<file path="src/rtl/mc_datapath_hs.sv">
// Multicycle MIPS datapath with a memory-ready handshake: every register
// holds while the controller's memory access is still outstanding.
module mc_datapath_hs #(
  parameter int               WIDTH    = 32,
  parameter int               REGBITS  = 5,
  parameter logic [WIDTH-1:0] RESET_PC = '0
) (
  input  logic             clk,
  input  logic             reset,
  input  logic [WIDTH-1:0] memdata,
  input  logic             memready,
  input  logic             memaccess,
  input  logic             alusrca,
  input  logic             iord,
  input  logic             pcen,
  input  logic             irwrite,
  input  logic             regwrite,
  input  logic             extop,
  input  logic [1:0]       memtoreg,
  input  logic [1:0]       regdst,
  input  logic [1:0]       pcsource,
  input  logic [1:0]       alusrcb,
  input  logic [2:0]       alucont,
  output logic             stall,
  output logic             zero,
  output logic [31:0]      instr,
  output logic [WIDTH-1:0] adr,
  output logic [WIDTH-1:0] writedata
);

  localparam int               SHW  = $clog2(WIDTH);
  localparam int               NREG = 2 ** REGBITS;
  localparam logic [WIDTH-1:0] FOUR = WIDTH'(4);

  logic [WIDTH-1:0]   pc, mdr, a, b, aluout;
  logic [31:0]        ir;
  logic [WIDTH-1:0]   regs [NREG];

  logic               adv;
  logic [REGBITS-1:0] rs, rt, rd, wa;
  logic [WIDTH-1:0]   rd1, rd2, wd;
  logic [15:0]        imm;
  logic [WIDTH-1:0]   imm_sext, imm_zext, ext_imm, lui_imm, br_off;
  logic [WIDTH-1:0]   src1, src2, aluresult, pc_plus4, nextpc;
  logic [SHW-1:0]     shamt;

  assign stall = memaccess & ~memready;
  assign adv   = ~stall;

  assign rs = ir[21 +: REGBITS];
  assign rt = ir[16 +: REGBITS];
  assign rd = ir[11 +: REGBITS];

  // Register 0 is never written, so a plain array read already returns 0 for it.
  assign rd1 = regs[rs];
  assign rd2 = regs[rt];

  assign imm      = ir[15:0];
  assign imm_sext = {{(WIDTH-16){imm[15]}}, imm};
  assign imm_zext = {{(WIDTH-16){1'b0}}, imm};
  assign ext_imm  = extop ? imm_zext : imm_sext;
  assign lui_imm  = imm_zext << 16;
  assign br_off   = imm_sext << 2;

  assign src1     = alusrca ? a : pc;
  assign shamt    = src2[SHW-1:0];
  assign pc_plus4 = pc + FOUR;

  always_comb begin
    src2 = b;
    case (alusrcb)
      2'b00:   src2 = b;
      2'b01:   src2 = FOUR;
      2'b10:   src2 = ext_imm;
      default: src2 = alusrca ? lui_imm : br_off;
    endcase
  end

  always_comb begin
    aluresult = '0;
    case (alucont)
      3'b000:  aluresult = src1 & src2;
      3'b001:  aluresult = src1 | src2;
      3'b010:  aluresult = src1 + src2;
      3'b110:  aluresult = src1 - src2;
      3'b111:  aluresult[0] = $signed(src1) < $signed(src2);
      3'b100:  aluresult = src1 ^ src2;
      3'b101:  aluresult = ~(src1 | src2);
      default: aluresult = src1 << shamt;
    endcase
  end

  always_comb begin
    wa = rt;
    case (regdst)
      2'b01:   wa = rd;
      2'b10:   wa = '1;
      default: wa = rt;
    endcase
  end

  always_comb begin
    wd = aluout;
    case (memtoreg)
      2'b01:   wd = mdr;
      2'b10:   wd = pc_plus4;
      default: wd = aluout;
    endcase
  end

  always_comb begin
    nextpc = pc_plus4;
    case (pcsource)
      2'b00:   nextpc = pc_plus4;
      2'b01:   nextpc = aluout;
      2'b10:   nextpc = {pc[WIDTH-1:28], ir[25:0], 2'b00};
      default: nextpc = a;
    endcase
  end

  always_ff @(posedge clk or posedge reset) begin
    if (reset) begin
      pc     <= RESET_PC;
      ir     <= '0;
      mdr    <= '0;
      a      <= '0;
      b      <= '0;
      aluout <= '0;
    end else begin
      if (pcen && adv)           pc  <= nextpc;
      if (irwrite && adv)        ir  <= memdata[31:0];
      if (memaccess && memready) mdr <= memdata;
      if (adv) begin
        a      <= rd1;
        b      <= rd2;
        aluout <= aluresult;
      end
    end
  end

  always_ff @(posedge clk or posedge reset) begin
    if (reset) begin
      for (int i = 0; i < NREG; i++) regs[i] <= '0;
    end else if (regwrite && adv && (wa != '0)) begin
      regs[wa] <= wd;
    end
  end

  assign zero      = (aluresult == '0);
  assign adr       = iord ? aluout : pc;
  assign writedata = b;
  assign instr     = ir;

endmodule

</file>
<file path="config.mk">
export PLATFORM = sky130hd
export DESIGN_NAME = mc_datapath_hs
export DESIGN_NICKNAME = d
export VERILOG_FILES = /design/src/rtl/mc_datapath_hs.sv
export SDC_FILE = /design/constraint.sdc
export NUM_CORES = 2
export LEC_CHECK = 0
export ABC_AREA = 1
export CELL_PAD_IN_SITES_DETAIL_PLACEMENT = 1
export CELL_PAD_IN_SITES_GLOBAL_PLACEMENT = 1
export CORE_ASPECT_RATIO = 0.5
export CORE_MARGIN = 1
export CORE_UTILIZATION = 45
export CTS_BUF_LIST = sky130_fd_sc_hd__clkbuf_16
export DETAILED_ROUTE_END_ITERATION = 7
export MAX_ROUTING_LAYER = met4
export PLACE_DENSITY = 0.75
export SKIP_LAST_GASP = 1
export SYNTH_ARGS = -nofsm -noshare
export SYNTH_HDL_FRONTEND = slang
export SYNTH_SLANG_ARGS = --single-unit
</file>
<file path="constraint.sdc">
create_clock -name clk -period 121.4 [get_ports clk]
set_input_delay 30.35 -clock clk [delete_from_list [all_inputs] [get_ports clk]]
set_output_delay 30.35 -clock clk [all_outputs]
set_load 0.01 [all_outputs]
</file>
# ---- Word-level counts from Yosys, hierarchy flattened
# Index checks and enable logic that the tools add are counted.
dict set report totals {
  in_bits 53
  elab_cells 104
  ff_bits 1216
  output_inout_bits 98
}
dict set report op_classes {
  eq_ne 14
  n_lt_le_gt_ge 5
  bitwise_logic 11
  shift 1
  reduce_logical 12
  addsub 3
  mux 19
}
# cell n
set op_table {}
lappend op_table {{1024-bit bitwise mux} 1}
lappend op_table {{32-bit binary-select mux with 5-bit select} 2}
lappend op_table {{32-bit 2-to-1 mux} 8}
lappend op_table {{31-bit case mux with 7 select lines} 1}
lappend op_table {{32-bit case mux with 3 select lines} 2}
lappend op_table {{32-bit demux with 5-bit select} 1}
lappend op_table {{32-bit case mux with 2 select lines} 1}
lappend op_table {{32-bit by 3-bit adder with 32-bit output (second input constant)} 1}
lappend op_table {{32-bit adder} 1}
lappend op_table {{32-bit bitwise AND} 1}
lappend op_table {{32-bit logical NOT} 1}
lappend op_table {{32-bit < comparator} 1}
lappend op_table {{32-bit inverter} 1}
lappend op_table {{32-bit OR} 1}
lappend op_table {{32-bit by 5-bit left shift with 32-bit output} 1}
lappend op_table {{32-bit subtractor} 1}
lappend op_table {{32-bit XOR} 1}
lappend op_table {{31-bit 2-to-1 mux} 1}
lappend op_table {{6-bit greater-or-equal comparator (second input constant)} 3}
lappend op_table {{5-bit inverter with 6-bit output} 3}
lappend op_table {{3-bit == test (second input constant)} 4}
lappend op_table {{5-bit case mux with 2 select lines} 1}
lappend op_table {{2-bit by 1-bit == test with 1-bit output (second input constant)} 4}
lappend op_table {{2-bit == test (second input constant)} 4}
lappend op_table {{11 further kinds} 19}

# ---- Logic depth before layout (Yosys ltp)
dict set report logic_depth {
  depth_word 8
  ltp_mapped 27
  ltp_nobuf 26
}

# ---- Worst setup path before layout
# OpenSTA, ideal clock, no wires.
dict set report synth_timing {
  kind {input port to output port}
  from {input alusrca}
  to {output zero}
  path_buffers 4
  arrival_ns 33.381
  required_ns 91.050
  path_stages 25
  path_slack_ns 57.669
  path_cell_list {clkbuf_1 -> clkinv_1 -> clkbuf_1 -> clkbuf_1 -> a31oi_1 -> inv_1 -> ha_1 -> clkbuf_1 -> nor2_1 -> inv_1 -> nor2_1 -> inv_1 -> nor2_1 -> nand2_1 -> nand2_1 -> nand2_1 -> nand2_1 -> nor2_1 -> nor2_1 -> nand3_1 -> nor2_1 -> nand2_1 -> nor2_1 -> nand3_1 -> nor2_1}
}
dict set report synth_via {
  elab_chain_len 6
  elab_cells_between_ends 14
  classes_between {add/sub: 2; order compare: 1; shift: 1; mux: 5; bitwise: 4; reduce/logical: 1}
}
# element line_no
set synth_lines {}
lappend synth_lines {{from (decl)} 13} ;# input logic alusrca,
lappend synth_lines {{parallel branches: the longest is 5 deep, another holds 32-bit subtractor} --}
lappend synth_lines {{32-bit logical NOT (*)} 149} ;# assign zero = (aluresult == '0);
lappend synth_lines {{to (decl)} 25} ;# output logic zero,
# Every way passes the cells marked *.

# ---- Worst setup path after layout
dict set report layout_timing {
  from {input alusrcb[1]}
  to {output zero}
}
dict set report layout_via {
  elab_chain_len 6
  elab_cells_between_ends 15
  classes_between {add/sub: 2; order compare: 1; eq/ne: 2; shift: 1; mux: 3; bitwise: 4; reduce/logical: 2}
}
# element line_no
set layout_lines {}
lappend layout_lines {{from (decl)} 22} ;# input logic [1:0] alusrcb,
lappend layout_lines {{2-bit == test, or another cell as far along} 71} ;# case (alusrcb)
lappend layout_lines {{32-bit case mux with 3 select lines (*)} 71}
lappend layout_lines {{parallel branches: the longest is 3 deep, another holds 32-bit subtractor} --}
lappend layout_lines {{32-bit logical NOT (*)} 149}
# Marks and branches as above.

==> results_tabular.tex <==
\begin{tabular}{lr}
\hline
Metric & Value \\
\hline
\multicolumn{2}{l}{\textbf{Place}} \\
Placed wire-length estimate & 235 mm \\
Dpl cell area & 76000 um\^{}2 \\
GP Congestion & 0.986 \\
Count of buffers inserted at the top-level ports & 150 \\
\multicolumn{2}{l}{\textbf{Critical path}} \\
Startpoint type of the worst setup path & input pin \\
Critical-path cell with the highest stage delay & clkdlybuf4s50\_1 \\
Type of destination of the critical path & primary output \\
Maximum fanout along the worst path & 18 \\
Launch point of the worst reg-to-reg path & instr[16] \\
Required time of the critical path & 91.05 ns \\
Cell occurring most often along the worst timing path & nand2\_1 \\
Kind of cell adding the most delay to the critical path & simple AND/OR/NAND/NOR gates \\
Slowest Stage Delay on Critical Path & 0.96 ns \\
Crit Path Class & input pin to primary output \\
Critical path buffers and inverters & 4 \\
Worst setup path start & alusrcb[1] \\
Cell-by-cell trace of the critical path & clkdlybuf4s50\_1, nand2\_1, a21oi\_1, inv\_1, o21ai\_0, ha\_1, nor2\_1, nand2\_1, inv\_1, nand2\_1, nor2\_1, nand2\_1, nand3\_1, nand2\_1, nand2\_1, nor2\_1, nor2\_1, nand2\_1, nor2\_1, nand2\_1, nor2\_1, nand3\_1, nor2\_1, clkdlybuf4s50\_1 \\
CP arrival & 36.46 ns \\
\multicolumn{2}{l}{\textbf{Route}} \\
DRC marker count from the first detailed-route iteration & 9890 \\
Average vias per placed instance & 6.48 \\
Number of nets with antenna violations after routing & 0 \\
Routed length per instance & 29.7 um \\
DRC violation count after routing & 14 \\
Final wirelength & 369 mm \\
Count of TritonRoute iterations in the first routing pass & 8 \\
Total via count in the routed design & 80400 \\
\multicolumn{2}{l}{\textbf{Yosys}} \\
Total standard cell area after synthesis & 73400 um\^{}2 \\
Number of warnings printed during yosys synthesis & 0 \\
Leading post-synthesis cells by cell area & dfrtp\_1 (41\%), o21ai\_0 (16\%), nand2\_1 (11\%) \\
Share of synthesized flip-flops with an asynchronous set or reset & 100\% \\
Yosys cell types & 54 \\
Area share of the largest cell type after synthesis & 41.5\% \\
Most common flop cell mapped by yosys & dfrtp\_1 \\
Library cell with the largest summed area after synthesis & dfrtp\_1 \\
Number of instances in the synthesized netlist & 10500 \\
Synthesized area per cell & 6.96 um\^{}2 \\
Post-synthesis net count & 10700 \\
Sequential share of the synthesized area & 41.5\% \\
Number of synthesized flops with an enable pin & 0 \\
Post-synthesis sequential element count & 1216 \\
\multicolumn{2}{l}{\textbf{Clock tree}} \\
Reg clk slew, reported paths & 0.06 ns \\
Root buffer cell & clkbuf\_16 \\
Htree depth & 3 \\
Hold-fix buffer count after cts & 0 \\
Clock latency reported for the late side of the worst-skew pair & 0.79 ns \\
Inserted Clock Buffers & 116 \\
Maximum buffer depth of the clock tree & 3 \\
Setup Buffers After CTS & 0 \\
TritonCTS sink count & 1216 \\
CTS tree & done \\
Post-CTS sizing & 0 \\
\multicolumn{2}{l}{\textbf{Layout}} \\
Commonest cells after routing, fill and taps aside & o21ai\_0 (2272), nand2\_1 (2163), nor2\_1 (1440) \\
Reg area & 30500 um\^{}2 \\
Share of cells above drive strength 1 & 5.07\% \\
Cell area after layout & 79900 um\^{}2 \\
Area growth from synthesis to layout & 8.83\% \\
Core occupancy in the finished layout & 49.5\% \\
Commonest non-fill, non-tap cell in the layout & o21ai\_0 \\
Fillcell total & 20600 \\
Footprint of the multi-input gates & 37400 um\^{}2 \\
Total Nets Final & 10300 \\
\multicolumn{2}{l}{\textbf{Run status}} \\
Violated checks & design-rule violations, max-capacitance violations, max-slew violations \\
Outcome & finished with violations \\
\multicolumn{2}{l}{\textbf{Pwr}} \\
Worst IR Drop VDD & 0.0137 mV \\
Power dissipated by switching net loads & 0.736 mW \\
Power density over the cells & 20.9 nW/um\^{}2 \\
Internal Dissipation & 0.930 mW \\
Clock power share & 22.7\% \\
Static Leak & 35.9 nW \\
Sw frac & 44.2\% \\
Power share of the sequential group & 40.5\% \\
Combinational fraction of design power & 36.8\% \\
\multicolumn{2}{l}{\textbf{Timing}} \\
Unrepaired setup endpoints after global routing & no \\
Share of the cycle needed by the critical path after routing & 55.0\% \\
Clock skew & 0.104 ns \\
Fmax & 15.0 MHz \\
Number of failing setup endpoints in the final timing report & 0 \\
Total negative slack & 0 ns \\
Final count of hold timing violations & 0 \\
Tmin final & 66.81 ns \\
Pin slew with the least headroom to its limit & 1.50 ns \\
Relative slew margins & -0.460\% \\
Count of pins over their slew limit & 1 \\
\multicolumn{2}{l}{\textbf{Worst hold path}} \\
Type of the most critical hold path & flop to flop \\
Hold path start & regs[1022] \\
\multicolumn{2}{l}{\textbf{Floorplanning}} \\
Die Span Y & 288 um \\
Initial standard-cell utilization of the core & 45.5\% \\
Placeable core region & 161000 um\^{}2 \\
I/O pins & 151 \\
Total die area & 165000 um\^{}2 \\
Number of placement rows & 104 \\
Die width & 573 um \\
\multicolumn{2}{l}{\textbf{GRT}} \\
Via count of the first global-routing pass & 77800 \\
Total grt overflow & 0 \\
Wire length of the first global-routing pass & 536 mm \\
Initial antenna violation count & 28 \\
GR Util All Layers & 45.0\% \\
Pin count of the biggest net entering global routing & 164 \\
\multicolumn{2}{l}{\textbf{Run}} \\
Maximum Capacitance Violations & 1 \\
\hline
\end{tabular}
-- registers in the layout (all words and copies together), names as in the netlist --
register and cells:
aluout 32, pc 32, mdr 32, regs 1024, writedata 32, instr 32
a 32
-- power by group through the flow --
stage	registers [mW]	clock network [mW]	logic [mW]
4_1_cts	0.666	0.379	0.597
6_report	0.674	0.378	0.614
3_5_place_dp	0.671	0	0.594
5_1_grt	0.687	0.394	0.671
2_1_floorplan	0.627	0	0.387
3_3_place_gp	0.666	0	0.577
-- stage by stage --
step	hold WS [ns]	setup slack, ns	total power [mW]	cells
detailed placement	0.391	54.75	1.26	12200
floorplan	0.452	56.79	1.01	10500
global route	0.413	54.32	1.75	12400
finish	0.404	54.59	1.67	12400
CTS	0.408	54.72	1.64	12400
global placement	0.387	54.79	1.24	12200
-- worst reg2reg max path, stage by stage (launching register included) --
cell and delay, ns:
dfrtp_4 0.88, inv_8 0.27, a22oi_1 0.92, inv_2 0.15, nor2_1 0.13, inv_1 0.18, nor2_1 0.16, inv_2 0.11
nor2_2 0.63, clkinv_2 0.66, buf_4 0.58, nand2_1 0.26, o21ai_0 0.09
-- synth_stat cells (all sizes together) (40+ instances only) --
| library cell | n |
|---|---|
| nand2 | 2176 |
| o221ai | 95 |
| dfrtp | 1216 |
| a221oi | 40 |
| ha | 107 |
| o22ai | 482 |
| nor3 | 48 |
| inv | 591 |
| a21oi | 219 |
| buf | 122 |
| o21ai | 2421 |
| nand3 | 543 |
| nor2 | 1475 |
| clkbuf | 793 |
-- kinds of logic (layout without fill, tap and decap cells) --
| kind of cell | count (synthesis) | count (layout) | synth area share [%] |
|---|---|---|---|
| AND/OR/NAND/NOR | 4308 | 4308 | 23.5 |
| AO/OA/AOI/OAI | 3387 | 3387 | 25.2 |
| buffers and inverters | 1511 | 1164 | 7.89 |
| flip-flops | 1216 | 1216 | 41.5 |
| adder cells (fa/ha/maj) | 109 | 109 | 1.88 |
| XOR/XNOR | 12 | 12 | 0.143 |
| other | 0 | 35 | 0 |
-- final cells by class --
type / instances / share of cell area (%)
clock inverter: 102 / 1.07
multi-input combinational: 7816 / 46.8
sequential: 1216 / 38.1
antenna: 35 / 0.110
tap: 2173 / 3.40
timing repair buffer: 350 / 3.95
clock buffer: 116 / 3.63
inverter: 596 / 2.88
-- final timing paths --
check | end | slack, ns | depth (start not counted)
setup / recovery | zero | 54.59 | 24
hold / removal | regs[1022] | 0.40 | 0
setup reg to reg | regs[971] | 116.15 | 12
hold reg to reg | regs[1022] | 0.40 | 0
max in group asynchronous | regs[686] | 88.15 | 5
min in group asynchronous | regs[388] | 30.14 | 2
-- per-layer routing --
layer | vias to the layer above | track usage, % | part of all wire (%)
met1 | 40600 | 59.9 | 42
li1 | 34600 | - | -
met4 | 0 | 18.2 | 4.4
met2 | 4398 | 64.0 | 42
met5 | - | - | 0
met3 | 831 | 13.0 | 12
Note: power is estimated with default switching activity, not from simulation.
